`src/rtl/terrain_probe.sv`:
```
// Scans a range of terrain columns from SRAM, reports each column's surface row
// and the topmost surface found. Define TERRAIN_PROBE_STREAM_EN to expose per-column results.
module terrain_probe #(
  parameter int NCOLS = 640,
  parameter int NROWS = 480
) (
  input  logic             clk,
  input  logic             reset_n,
  input  logic             terrain_ready,
  input  logic             start,
  input  logic [9:0]       x_start,
  input  logic [9:0]       x_count,
  output logic [9:0]       sram_read_addr,
  input  logic [NROWS-1:0] sram_q,
  output logic             busy,
  output logic             done,
  output logic             col_valid,
  output logic [9:0]       col_addr,
  output logic [9:0]       col_height,
  output logic [9:0]       min_height,
  output logic [9:0]       min_col
);

  typedef enum logic [1:0] {IDLE, SCAN, DRAIN, DONE} state_t;

  localparam logic [9:0]  LP_ROWS    = 10'(NROWS);
  localparam logic [9:0]  LP_LASTCOL = 10'(NCOLS - 1);
  localparam logic [10:0] LP_NCOLS   = 11'(NCOLS);

  state_t      r_state;
  logic [9:0]  r_addr;
  logic [9:0]  r_last;
  logic        r_v1;
  logic [9:0]  r_a1;
  logic        r_colValid;
  logic [9:0]  r_colAddr;
  logic [9:0]  r_colH;
  logic [9:0]  r_minH;
  logic [9:0]  r_minC;
  logic        r_busy;
  logic        r_done;

  logic [9:0]  w_cnt;
  logic [10:0] w_end;
  logic [9:0]  w_last;
  logic        w_inRange;
  logic [9:0]  w_surf;

  assign w_cnt     = (x_count == 10'd0) ? 10'd1 : x_count;
  assign w_end     = {1'b0, x_start} + {1'b0, w_cnt} - 11'd1;
  assign w_last    = (w_end > {1'b0, LP_LASTCOL}) ? LP_LASTCOL : w_end[9:0];
  assign w_inRange = ({1'b0, x_start} < LP_NCOLS);

  // Surface is the topmost set bit, i.e. the lowest index; NROWS for an empty column.
  always_comb begin
    w_surf = LP_ROWS;
    for (int i = NROWS - 1; i >= 0; i--) begin
      if (sram_q[i]) w_surf = 10'(i);
    end
  end

  always_ff @(posedge clk or negedge reset_n) begin
    if (!reset_n) begin
      r_state    <= IDLE;
      r_addr     <= '0;
      r_last     <= '0;
      r_v1       <= 1'b0;
      r_a1       <= '0;
      r_colValid <= 1'b0;
      r_colAddr  <= '0;
      r_colH     <= '0;
      r_minH     <= LP_ROWS;
      r_minC     <= '0;
      r_busy     <= 1'b0;
      r_done     <= 1'b0;
    end else begin
      // Stage 1 tracks the address whose word arrives next cycle; stage 2 holds the result.
      r_v1       <= (r_state == SCAN);
      r_a1       <= r_addr;
      r_colValid <= r_v1;
      if (r_v1) begin
        r_colAddr <= r_a1;
        r_colH    <= w_surf;
      end
      if (r_colValid && (r_colH < r_minH)) begin
        r_minH <= r_colH;
        r_minC <= r_colAddr;
      end
      case (r_state)
        IDLE: begin
          if (start && terrain_ready) begin
            r_minH <= LP_ROWS;
            if (w_inRange) begin
              r_addr  <= x_start;
              r_last  <= w_last;
              r_minC  <= x_start;
              r_busy  <= 1'b1;
              r_state <= SCAN;
            end else begin
              r_minC  <= '0;
              r_done  <= 1'b1;
              r_state <= DONE;
            end
          end
        end
        SCAN: begin
          if (r_addr == r_last) r_state <= DRAIN;
          else                  r_addr  <= r_addr + 10'd1;
        end
        DRAIN: begin
          // The final result is the one in stage 2 with nothing left behind it.
          if (!r_v1 && r_colValid) begin
            r_busy  <= 1'b0;
            r_done  <= 1'b1;
            r_state <= DONE;
          end
        end
        DONE: begin
          r_done  <= 1'b0;
          r_state <= IDLE;
        end
        default: r_state <= IDLE;
      endcase
    end
  end

  assign sram_read_addr = r_addr;
  assign busy           = r_busy;
  assign done           = r_done;
  assign min_height     = r_minH;
  assign min_col        = r_minC;

`ifdef TERRAIN_PROBE_STREAM_EN
  assign col_valid  = r_colValid;
  assign col_addr   = r_colAddr;
  assign col_height = r_colH;
`else
  assign col_valid  = 1'b0;
  assign col_addr   = '0;
  assign col_height = '0;
`endif

endmodule

```
`config.mk`:
```
export PLATFORM = sky130hd
export DESIGN_NAME = terrain_probe
export DESIGN_NICKNAME = d
export VERILOG_FILES = /design/src/rtl/terrain_probe.sv
export SDC_FILE = /design/constraint.sdc
export NUM_CORES = 1
export LEC_CHECK = 0
export BUFFER_PORTS_ARGS = -buffer_cell sky130_fd_sc_hd__buf_2
export CELL_PAD_IN_SITES_DETAIL_PLACEMENT = 2
export CELL_PAD_IN_SITES_GLOBAL_PLACEMENT = 2
export CORE_AREA = 2 2 216 218
export CTS_CLUSTER_SIZE = 40
export DETAILED_ROUTE_END_ITERATION = 6
export DIE_AREA = 0 0 218 220
export GPL_TIMING_DRIVEN = 0
export MAX_ROUTING_LAYER = met4
export PLACE_DENSITY = 0.84
export REMOVE_ABC_BUFFERS = 1
export SLEW_MARGIN = 25
export SYNTH_ARGS = -nofsm -noshare
export SYNTH_HDL_FRONTEND = slang
export SYNTH_SLANG_ARGS = --single-unit
```
`constraint.sdc`:
```
create_clock -name clk -period 2.69 [get_ports clk]
set_input_delay 0.1345 -clock clk [delete_from_list [all_inputs] [get_ports clk]]
set_output_delay 0.1345 -clock clk [all_outputs]
set_load 0.05 [all_outputs]
```
# After elaboration in Yosys (flattened, before gate mapping)
# Index checks and enable logic that the tools add are counted.
[word_totals]
ff_bits = 76
latch_bits = 0
mem_bits_rw = 0
mem_bits_ro = 0
output_inout_bits = 53
n_memories = 0
[classes]
addsub = 3
multipliers = 0
n_div = 0
magnitude_cmp = 3
n_eq_ne = 10
n_shift = 0
n_mux = 506
n_bitwise = 0
reduce_logical = 14
[ops]
columns = ["cell", "n"]
rows = [
  ["$mux 10", 490],
  ["$pmux 10 s2", 1],
  ["$mux 6", 2],
  ["$reduce_and 4->1", 3],
  ["$add 10x10->11", 1],
  ["$gt 11x10->1 const B", 1],
  ["$sub 11x1->11 const B", 1],
  ["$add 10x1->10 const B", 1],
  ["$eq 10x10->1", 1],
  ["$logic_not 10->1", 1],
  ["$lt 10x10->1", 1],
  ["$lt 10x10->1 const B", 1],
  ["$ne 2x2->1 const B", 5],
  ["$mux 2", 4],
  ["$pmux 2 s4", 1],
  ["$mux 1", 6],
  ["$reduce_and 3->1", 2],
  ["$eq 2x2->1 const B", 2],
  ["$reduce_bool 2->1", 2],
  ["$logic_and 1x1->1", 3],
  ["$pmux 1 s3", 1],
  ["$reduce_bool 3->1", 1],
  ["$eq 2x1->1 const B", 1],
  ["$logic_not 2->1", 1],
  ["3 further kinds", 3],
]

# Depth between registers and ports, before layout
# Gate-level depths: netlist of the first run.
[depth]
ltp_word = 480
ltp_mapped = 15

# Least setup slack after synthesis of the first run
# OpenSTA, ideal clock, no wires.
[synth_timing]
path_kind = "input-to-reg"
startpoint = "input port x_count[8]"
endpoint = "register r_last[1]"
setup_time_ps = 121
arrival_ps = 2613
slack_ps = -45
cell_stages = 15
cell_sequence = "nor3_1 > a41oi_1 > ha_1 > inv_1 > ha_1 > fa_1 > a21o_1 > a21oi_1 > o21bai_1 > a21oi_1 > o21ai_0 > xor2_1 > o21ai_0 > nand3_1 > o22a_1"
[synth_between]
elab_chain_cells = 6
[synth_lines]
columns = ["element", "line", "rtl"]
rows = [
  ["start: declaration", "12", "input logic [9:0] x_count,"],
  ["$logic_not 10->1", "49", "assign w_cnt = (x_count == 10'd0) ? 10'd1 : x_count;"],
  ["$mux 10 (*)", "49", ""],
  ["$add 10x10->11 (*)", "50", "assign w_end = {1'b0, x_start} + {1'b0, w_cnt} - 11'd1;"],
  ["$sub 11x1->11 (*)", "50", ""],
  ["$gt 11x10->1", "51", "assign w_last = (w_end > {1'b0, LP_LASTCOL}) ? LP_LASTCOL : w_end[9:0];"],
  ["$mux 10 (*)", "51", ""],
  ["end signal: assignment", "95", "r_last <= w_last;"],
  ["end: declaration", "32", "logic [9:0] r_last;"],
]
# Mark *: on every way between the ends. The rest lies on a longest branch, timed or not.
# A chain may end at the register's enable or synchronous reset.

# Final worst setup path of the first run
[layout_timing]
startpoint = "input port x_count[9]"
endpoint = "register r_last[8]"
# The elaborated chain is that of the path after synthesis.

==> flow_metrics.env, run 1 <==
export IMPL_outcome="completed"
export IMPL_viasPerCell=5.531
export IMPL_nNetsFinal=2666
export IMPL_clock_latency_ns=0.36
export IMPL_max_freq_ghz=0.3796
export IMPL_hold_viol=0
export IMPL_rows=79
export IMPL_core_sq_um=45860
export IMPL_tightest_slew_ns=1.111
export IMPL_drc=0
export IMPL_crit_path_max_fanout=3
export IMPL_skew_ns=0.01234
export IMPL_initial_core_util=0.2274
export IMPL_gp_congestion=0.9648
export IMPL_synthArstFlopShare=1.000
export IMPL_die_x_um=218
export IMPL_wirelength_um=69290
export IMPL_placed_area_sq_um=13800
export IMPL_ys_ff_latch=75
export IMPL_finalSetupViolations=0
export IMPL_ff2ff_path_depth=9
export IMPL_final_common_cell="buf_2"
export IMPL_yosysTopAreaCell="dfrtp_1"
export IMPL_area_growth_synth_to_final_pct=38.86
export IMPL_pin_count=557
export IMPL_io_buffers=535
export IMPL_synthCells=1584
export IMPL_syn_area_sq_um=10430
export IMPL_finalPower_w=0.005918
export IMPL_grt_remaining_overflow=0
export IMPL_mostFrequentLayoutCells="buf_2 (534), nor2_1 (241), inv_1 (140)"
export IMPL_hold_path_endpoint="sram_read_addr[2]$_DFFE_PN0P_"
export IMPL_r2r_end="sram_read_addr[3]$_DFFE_PN0P_"
export IMPL_cts_buffers=9
export IMPL_min_period_ns=2.635
export IMPL_crit_path_end_kind="register"
export IMPL_drv_slew=0
export IMPL_antenna_found_initial=29
export IMPL_drive_gt1_frac=0.2943
export IMPL_drtAntennaViolNets=0
export IMPL_clock_sinks=75
export IMPL_dp_hpwl_um=59060
export IMPL_drt_iter0_markers=694
export IMPL_power_density_nw_per_um2=408.7
export IMPL_fin_crit_sh=0.9794
export IMPL_relSlewSlack=0.2526
export IMPL_power_leakage_nw=6.184
export IMPL_htreeDepth=3
export IMPL_timing_hold_ws_ns=0.1422
export IMPL_synthTopCellsByArea="dfrtp_1 (17%), nor2_1 (8.7%), nor4_1 (8.3%)"
export IMPL_cts_tree="built"
export IMPL_critPathRequiredTime_ns=2.93
export IMPL_synth_edf_count=0
export IMPL_hold_depth=3
export IMPL_yosysWarningCount=0
export IMPL_vias=15310
export IMPL_cts_buffer_depth=2
export IMPL_dieArea_sq_um=47960
export IMPL_grt_max_degree=44
export IMPL_path_class="in2reg"
export IMPL_yosys_area_top_type_share=0.1704
export IMPL_clockRootBuffer="clkbuf_16"
export IMPL_grt_pass1_vias=16610
export IMPL_ys_seq_area_frac=0.1804
export IMPL_fp_dieH_um=220
export IMPL_dr_pass1_iters=5
export IMPL_routedWlPerCell_um=25.02
export IMPL_track_usage=0.2836
export IMPL_cp_data_arrival_time_ns=2.87
export IMPL_start_kind="primary input"
export IMPL_hold_class="in2reg"
export IMPL_maxCapViolCount=0
export IMPL_regToRegSetupSlack_ns=0.12
export IMPL_r2r_start="r_state[0]$_DFFE_PN0P_"
export IMPL_synth_flop_cell="dfrtp_1"
export IMPL_vdd_ir_drop_max_mv=0.4938
export IMPL_final_area_sq_um=14480
export IMPL_avgSynthCellArea_sq_um=6.584
export IMPL_clk_pin_slew_worst_paths_ns=0.07
export IMPL_synthDistinctLibCells=81
export IMPL_grt_pass1_wl_um=101800
export IMPL_hold_start="x_start[2]"
through the flow:
step                      setup slack [ns]  cells  utilization  setup TNS, ns
after floorplan                    -0.6886   1571            -         -14.61
after global placement              -1.722   2713       0.2993         -43.58
after detailed placement           -0.9757   2716       0.3010         -20.31
after CTS                          0.01107   2739       0.3107              0
after global routing              -0.06154   2769       0.3157        -0.2832
final                              0.05547   2769       0.3157              0
registers in the layout, indices dropped and copies added, names as in the netlist:
name / cells
min_col: 10
min_height: 10
r_a1: 10
r_colAddr: 10
r_last: 10
sram_read_addr: 10
r_colH: 9
r_state: 2
busy: 1
done: 1
r_colValid: 1
r_v1: 1
cells in the mapped netlist, types with 6 or more instances:
| library cell | instances |
|---|---|
| nor4_1 | 138 |
| a2111oi_0 | 10 |
| nor2b_1 | 22 |
| or4_1 | 12 |
| nand2b_1 | 17 |
| o221ai_1 | 9 |
| o21ai_0 | 107 |
| a21oi_1 | 138 |
| nor3_1 | 94 |
| clkbuf_1 | 7 |
| a41oi_1 | 6 |
| nand3_1 | 61 |
| a211o_1 | 6 |
| o21bai_1 | 11 |
| o22a_1 | 6 |
| mux2i_1 | 22 |
| nand4_1 | 30 |
| o41ai_1 | 8 |
| o211ai_1 | 10 |
| and2_1 | 7 |
| mux2_2 | 10 |
| o31ai_1 | 33 |
| o21a_1 | 16 |
| or3_1 | 9 |
| a21boi_0 | 8 |
| xnor2_1 | 12 |
| o22ai_1 | 12 |
| nand2_1 | 119 |
| inv_1 | 142 |
| ha_1 | 32 |
| buf_4 | 21 |
| o2111ai_1 | 9 |
| dfrtp_1 | 71 |
| a31oi_1 | 11 |
| and3_1 | 15 |
| nor2_1 | 243 |
| a211oi_1 | 20 |
worst max-delay path by stage:
| stage | end | startpoint | cells past startpoint | slack [ns] |
|---|---|---|---|---|
| 6_report | r_last[8]$_DFFE_PN0P_ | x_count[9] | 15 | 0.06 |
| 5_1_grt | r_last[6]$_DFFE_PN0P_ | x_count[3] | 16 | -0.06 |
| 4_1_cts | r_colH[1]$_DFFE_PN0P_ | r_v1$_DFF_PN0_ | 7 | 0.01 |
| 3_5_place_dp | sram_read_addr[5]$_DFFE_PN0P_ | r_state[0]$_DFFE_PN0P_ | 9 | -0.98 |
| 3_3_place_gp | sram_read_addr[9]$_DFFE_PN0P_ | r_state[0]$_DFFE_PN0P_ | 9 | -1.72 |
| 2_1_floorplan | min_col[0]$_DFF_PN0_ | min_height[1]$_DFF_PN0_ | 10 | -0.69 |
critical path, stage by stage:
cell      delay, ns
buf_2          0.12
nor4_4         0.32
a41oi_2        0.20
ha_2           0.23
inv_2          0.07
ha_4           0.15
fa_2           0.20
a21o_1         0.12
a21oi_2        0.07
o21bai_1       0.19
a21oi_2        0.09
o21ai_1        0.22
xor2_1         0.30
nor2_1         0.15
a32o_1         0.29
power breakdown:
group          total [W]  internal, W  switching (W)
Sequential       0.00167      0.00139       0.000281
Clock            0.00127     0.000726       0.000548
Combinational    0.00298      0.00105        0.00192
Total            0.00592      0.00317        0.00275
layout make-up:
class,count,area (sq um)
fillers,5638,31380
multi-input cells,1354,8129
repair buffers,547,2805
flip-flops and latches,75,1886
well taps,607,759.5
inverters,142,536.8
clock buffers,11,232.7
diodes,28,70.07
clock inverters,5,62.56
metal layers:
| metal | vias up | share of wire | global-route usage |
|---|---|---|---|
| met5 | - | 0 | - |
| met4 | 0 | 0.017 | 0.05533 |
| met3 | 73 | 0.048 | 0.04555 |
| met2 | 451 | 0.52 | 0.5146 |
| met1 | 7715 | 0.42 | 0.3296 |
| li1 | 7075 | - | - |
kinds of logic (layout without fill, tap and decap cells):
| logic type | after synthesis | count (layout) | share of synthesized area |
|---|---|---|---|
| compound gates | 464 | 464 | 0.2867 |
| xor+xnor | 17 | 17 | 0.01428 |
| fa+ha+maj | 33 | 33 | 0.04031 |
| buf+inv | 175 | 705 | 0.07163 |
| flops | 75 | 75 | 0.1804 |
| mux | 32 | 32 | 0.03191 |
| other cells | 1 | 49 | 0.0003596 |
| simple gates | 787 | 787 | 0.3743 |
what timing repair did:
| item | 4_1_cts | 5_1_grt |
|---|---|---|
| buffers inserted | 6 | 2 |
| hold buffers | 1 | 0 |
| hold endpoints to repair | 32 | 0 |
| pin swaps | 8 | 10 |
| gates resized for setup | 25 | 22 |
| endpoints found under the setup margin | 41 | 33 |
(Power assumes the default switching activity.)
==> run 2, diff against run 1 <==
ABC_CLOCK_PERIOD_IN_PS = 2700   (was unset)
clock period = 2.7 ns   (was 2.69 ns; I/O delays follow)
==> flow_metrics.env, run 2 (synthesis results as in run 1) <==
export IMPL_outcome="completed"
export IMPL_grt_pass1_wl_um=101800
export IMPL_swShare=0.4667
export IMPL_power_leakage_nw=6.180
export IMPL_power_frac_comb=0.503
export IMPL_rows=79
export IMPL_area_growth_synth_to_final_pct=38.75
export IMPL_initial_core_util=0.2274
export IMPL_hold_class="in2reg"
export IMPL_dr_pass1_iters=5
export IMPL_clockRootBuffer="clkbuf_16"
export IMPL_tightest_slew_ns=1.114
export IMPL_cts_buffer_depth=2
export IMPL_skew_ns=0.009826
export IMPL_fin_util=0.3155
export IMPL_finalPower_w=0.005917
export IMPL_die_x_um=218
export IMPL_maxCapViolCount=0
export IMPL_nNetsFinal=2666
export IMPL_clk_pin_slew_worst_paths_ns=0.07
export IMPL_clock_sinks=75
export IMPL_dieArea_sq_um=47960
export IMPL_drt_iter0_markers=686
export IMPL_fin_crit_sh=0.9739
export IMPL_routedWlPerCell_um=25.04
export IMPL_min_period_ns=2.630
export IMPL_htreeDepth=3
export IMPL_relSlewSlack=0.2507
export IMPL_gp_congestion=0.9648
export IMPL_path_class="in2reg"
export IMPL_hold_depth=4
export IMPL_final_area_sq_um=14470
export IMPL_placed_area_sq_um=13800
export IMPL_fp_dieH_um=220
export IMPL_drv_slew=0
export IMPL_wirelength_um=69350
export IMPL_vdd_ir_drop_max_mv=0.4892
export IMPL_track_usage=0.2836
export IMPL_vias=15290
export IMPL_nFillCells=5626
export IMPL_max_freq_ghz=0.3803
export IMPL_drtAntennaViolNets=0
export IMPL_antenna_found_initial=29
export IMPL_cts_tree="built"
export IMPL_grt_pass1_vias=16610
export IMPL_grt_max_degree=44
export IMPL_finalSetupViolations=0
export IMPL_core_sq_um=45860
export IMPL_drive_gt1_frac=0.2938
export IMPL_finalNonFillerCells=2769
export IMPL_power_density_nw_per_um2=408.9
export IMPL_clock_latency_ns=0.36
export IMPL_critPathRequiredTime_ns=2.98
export IMPL_mostFrequentLayoutCells="buf_2 (534), nor2_1 (241), inv_1 (140)"
export IMPL_cp_data_arrival_time_ns=2.91
export IMPL_pin_count=557
export IMPL_crit_path_max_fanout=5
export IMPL_clkPwrFrac=0.215
export IMPL_grt_remaining_overflow=0
export IMPL_viasPerCell=5.520
export IMPL_io_buffers=535
export IMPL_p_switching_w=0.002762
export IMPL_p_int_w=0.003156
export IMPL_drc=0
export IMPL_ff2ff_path_depth=8
export IMPL_final_common_cell="buf_2"
export IMPL_dp_hpwl_um=59060
export IMPL_start_kind="primary input"
export IMPL_setup_slack_ns=0.07038
export IMPL_place_ws_ns=-0.9657
export IMPL_seqPwrFrac=0.282
export IMPL_crit_path_end_kind="register"
export IMPL_cts_buffers=9
export IMPL_dp_cells=2716
export IMPL_hold_viol=0
## run 2: worst paths after layout
path                                    from                  endpoint  slack [ns]
max                              sram_q[433]     r_colH[1]$_DFFE_PN0P_        0.07
min                                sram_q[2]     r_colH[0]$_DFFE_PN0P_        0.14
max reg2reg                   r_v1$_DFF_PN0_     r_colH[0]$_DFFE_PN0P_        0.12
min reg2reg                r_a1[5]$_DFF_PN0_  r_colAddr[5]$_DFFE_PN0P_        0.50
max in group asynchronous            reset_n   min_height[7]$_DFF_PN1_        1.73
min in group asynchronous            reset_n      min_col[3]$_DFF_PN0_        0.30
## run 2: layer usage
| layer | part of all wire | track usage |
|---|---|---|
| met5 | 0 | - |
| met4 | 0.017 | 0.05533 |
| met3 | 0.049 | 0.04555 |
| met2 | 0.52 | 0.5146 |
| met1 | 0.41 | 0.3296 |
## run 2: layout make-up
class / count / area [sq um] / share of cell area
Multi-Input combinational cell: 1354 / 8118 / 0.5610
Sequential cell: 75 / 1886 / 0.1303
Clock buffer: 11 / 232.7 / 0.01608
Clock inverter: 5 / 62.56 / 0.004323
Timing Repair Buffer: 547 / 2805 / 0.1939
Antenna cell: 28 / 70.07 / 0.004842
Tap cell: 607 / 759.5 / 0.05249
Inverter: 142 / 536.8 / 0.03709
## run 2: repair_timing
action                                  4_1_cts  5_1_grt
hold buffers                                  1        0
resized for setup                            25       21
pin swaps                                     8        9
hold endpoints to repair                     32        0
buffers inserted                              6        2
endpoints found under the setup margin       40       31
## run 2: critical path: stages
cell and delay [ns]:
buf_2 0.13, or4_1 0.53, nor3_1 0.29, o21ai_0 0.16, nand4_1 0.11, a21oi_1 0.09, o21ai_0 0.16, a2111oi_0 0.19
nor4_1 0.77, o221a_1 0.33
## run 2: power groups by stage
stage | sequential (W) | clock, W | combinational [W]
CTS | 0.00165 | 0.00127 | 0.00288
floorplan | 0.00203 | 0 | 0.00106
detailed placement | 0.00165 | 0 | 0.00275
global route | 0.00169 | 0.00132 | 0.00318
global placement | 0.00162 | 0 | 0.00256
finish | 0.00167 | 0.00127 | 0.00298
## run 2: per-stage QoR
stage / hold slack [ns] / TNS [ns]
2_1_floorplan: -0.1606 / -14.28
6_report: 0.1429 / 0
4_1_cts: 0.1363 / 0
3_5_place_dp: 0.1109 / -19.88
5_1_grt: 0.1662 / -0.1640
3_3_place_gp: 0.4566 / -43.13
==> run 3, diff against run 2 <==
ABC_CLOCK_PERIOD_IN_PS = 2720   (was 2700)
clock period = 2.72 ns   (was 2.7 ns; I/O delays follow)
==> flow_metrics.env, run 3 (synthesis results as in run 1) <==
export IMPL_outcome="completed"
export IMPL_core_sq_um=45860
export IMPL_antenna_found_initial=29
export IMPL_wl_met2_um=35440
export IMPL_start_kind="primary input"
export IMPL_io_buffers=535
export IMPL_track_usage=0.2836
export IMPL_finalNonFillerCells=2770
export IMPL_hold_class="in2reg"
export IMPL_multi_input_area_sq_um=8108
export IMPL_routedWlPerCell_um=24.75
export IMPL_final_common_cell="buf_2"
export IMPL_crit_path_max_fanout=6
export IMPL_fin_crit_sh=0.9708
export IMPL_dieArea_sq_um=47960
export IMPL_die_x_um=218
export IMPL_rows=79
export IMPL_power_density_nw_per_um2=402.0
export IMPL_dr_pass1_iters=5
export IMPL_clock_sinks=75
export IMPL_cts_tree="built"
export IMPL_vdd_ir_drop_max_mv=0.5959
export IMPL_clock_latency_ns=0.36
export IMPL_wirelength_um=68560
export IMPL_clockRootBuffer="clkbuf_16"
export IMPL_crit_path_end_kind="register"
export IMPL_vias=15250
export IMPL_grt_remaining_overflow=0
export IMPL_relSlewSlack=0.2572
export IMPL_top_layer="met4"
export IMPL_fin_setup_tns_ns=0
export IMPL_pin_count=557
export IMPL_drt_iter0_markers=703
export IMPL_rsz0062_at_grt="true"
export IMPL_setup_slack_ns=0.07949
export IMPL_grt_max_degree=44
export IMPL_drtAntennaViolNets=0
export IMPL_drv_slew=0
export IMPL_htreeDepth=3
export IMPL_maxCapViolCount=0
export IMPL_skew_ns=0.006448
export IMPL_cp_num_buf_inv=3
export IMPL_max_stage_delay_ns=0.33
export IMPL_mostFrequentLayoutCells="buf_2 (534), nor2_1 (241), inv_1 (141)"
export IMPL_dp_hpwl_um=59060
export IMPL_hold_viol=0
export IMPL_seqCellArea_sq_um=1886
export IMPL_route_met3_wl_um=3284
export IMPL_nNetsFinal=2666
export IMPL_nFillCells=5625
export IMPL_gp_congestion=0.9648
export IMPL_regToRegSetupSlack_ns=0.15
export IMPL_path_delay_family="compound AO/OA/AOI/OAI gates"
export IMPL_power_leakage_nw=6.179
export IMPL_cts_buffer_depth=2
export IMPL_tightest_slew_ns=1.104
export IMPL_area_growth_synth_to_final_pct=38.68
export IMPL_grt_pass1_wl_um=101800
export IMPL_drc=0
export IMPL_dp_cells=2716
export IMPL_max_freq_ghz=0.3787
export IMPL_viasPerCell=5.506
export IMPL_path_cells="buf_2, inv_1, ha_1, inv_1, ha_1, a21o_1, a21oi_1, o21bai_1, a21oi_2, o21ai_2, nand4b_1, o311a_1, nand3_4, o22a_1"
export IMPL_finalSetupViolations=0
export IMPL_wl_met1_um=28710
export IMPL_min_period_ns=2.641
export IMPL_drive_gt1_frac=0.2933
export IMPL_grt_pass1_vias=16610
export IMPL_cp_data_arrival_time_ns=2.87
export IMPL_cts_buffers=9
export IMPL_place_ws_ns=-0.9457
export IMPL_path_class="in2reg"
export IMPL_initial_core_util=0.2274
export IMPL_clk_pin_slew_worst_paths_ns=0.06
export IMPL_critPathRequiredTime_ns=2.95
export IMPL_crit_path_top_delay_cell="o311a_1"
export IMPL_fp_dieH_um=220
run 3: changes by cell type in the layout (fill, tap and decap cells not counted):
cell	delta
diode_2	+1
ha_2	+1
ha_4	-1
inv_1	+1
inv_2	-1
run 3: worst reg2reg max path: stages (launching register included):
cell	delay, ns
dfrtp_1	0.38
inv_1	0.05
ha_1	0.30
a21oi_1	0.18
nor2b_1	0.09
o21ai_1	0.17
a21oi_1	0.13
o41ai_4	0.39
o221ai_4	0.20
buf_16	0.20
mux2i_1	0.23
o22ai_1	0.13
run 3: repair_timing:
item                                    4_1_cts  5_1_grt
endpoints found under the setup margin       40       26
hold endpoints to repair                     32        0
hold buffers                                  1        0
setup buffers                                 6        2
resized for setup                            23       21
pin swaps                                     8       10
cloned                                        0        0
run 3: final timing paths:
path / from / to / cells after the start
max: x_start[2] / r_last[6]$_DFFE_PN0P_ / 14
min: sram_q[2] / r_colH[0]$_DFFE_PN0P_ / 4
max reg2reg: min_height[1]$_DFF_PN0_ / min_col[3]$_DFF_PN0_ / 11
min reg2reg: r_a1[3]$_DFF_PN0_ / r_colAddr[3]$_DFFE_PN0P_ / 1
max in group asynchronous: reset_n / min_height[7]$_DFF_PN1_ / 3
min in group asynchronous: reset_n / min_col[4]$_DFF_PN0_ / 2
run 3: metrics by stage:
| step | hold WS, ns | util | area, sq um | power (W) |
|---|---|---|---|---|
| final | 0.1527 | 0.3153 | 14460 | 0.005814 |
| after global routing | 0.1701 | 0.3153 | 14460 | 0.006094 |
| after CTS | 0.1373 | 0.3107 | 14250 | 0.005756 |
| after detailed placement | 0.1119 | 0.3010 | 13800 | 0.004366 |
| after global placement | 0.4566 | 0.2993 | 13730 | 0.004151 |
| after floorplan | -0.1596 | - | 10290 | 0.003071 |
run 3: power by group:
part           internal [W]  switching [W]  total, W
logic               0.00104        0.00189   0.00293
registers           0.00137       0.000272   0.00164
clock network      0.000716       0.000525   0.00124
total               0.00313        0.00268   0.00581
run 3: cell type report:
cell class	instances	share of cell area
Multi-Input combinational cell	1354	0.5606
Timing Repair Buffer	547	0.1940
Clock buffer	11	0.01609
Inverter	142	0.03711
Sequential cell	75	0.1304
Antenna cell	29	0.005018
Tap cell	607	0.05251
Clock inverter	5	0.004326
run 3: per-layer routing:
metal / up-vias / global-route usage
met5: - / -
met4: 0 / 0.05533
met3: 67 / 0.04555
met2: 441 / 0.5146
met1: 7669 / 0.3296
li1: 7076 / -
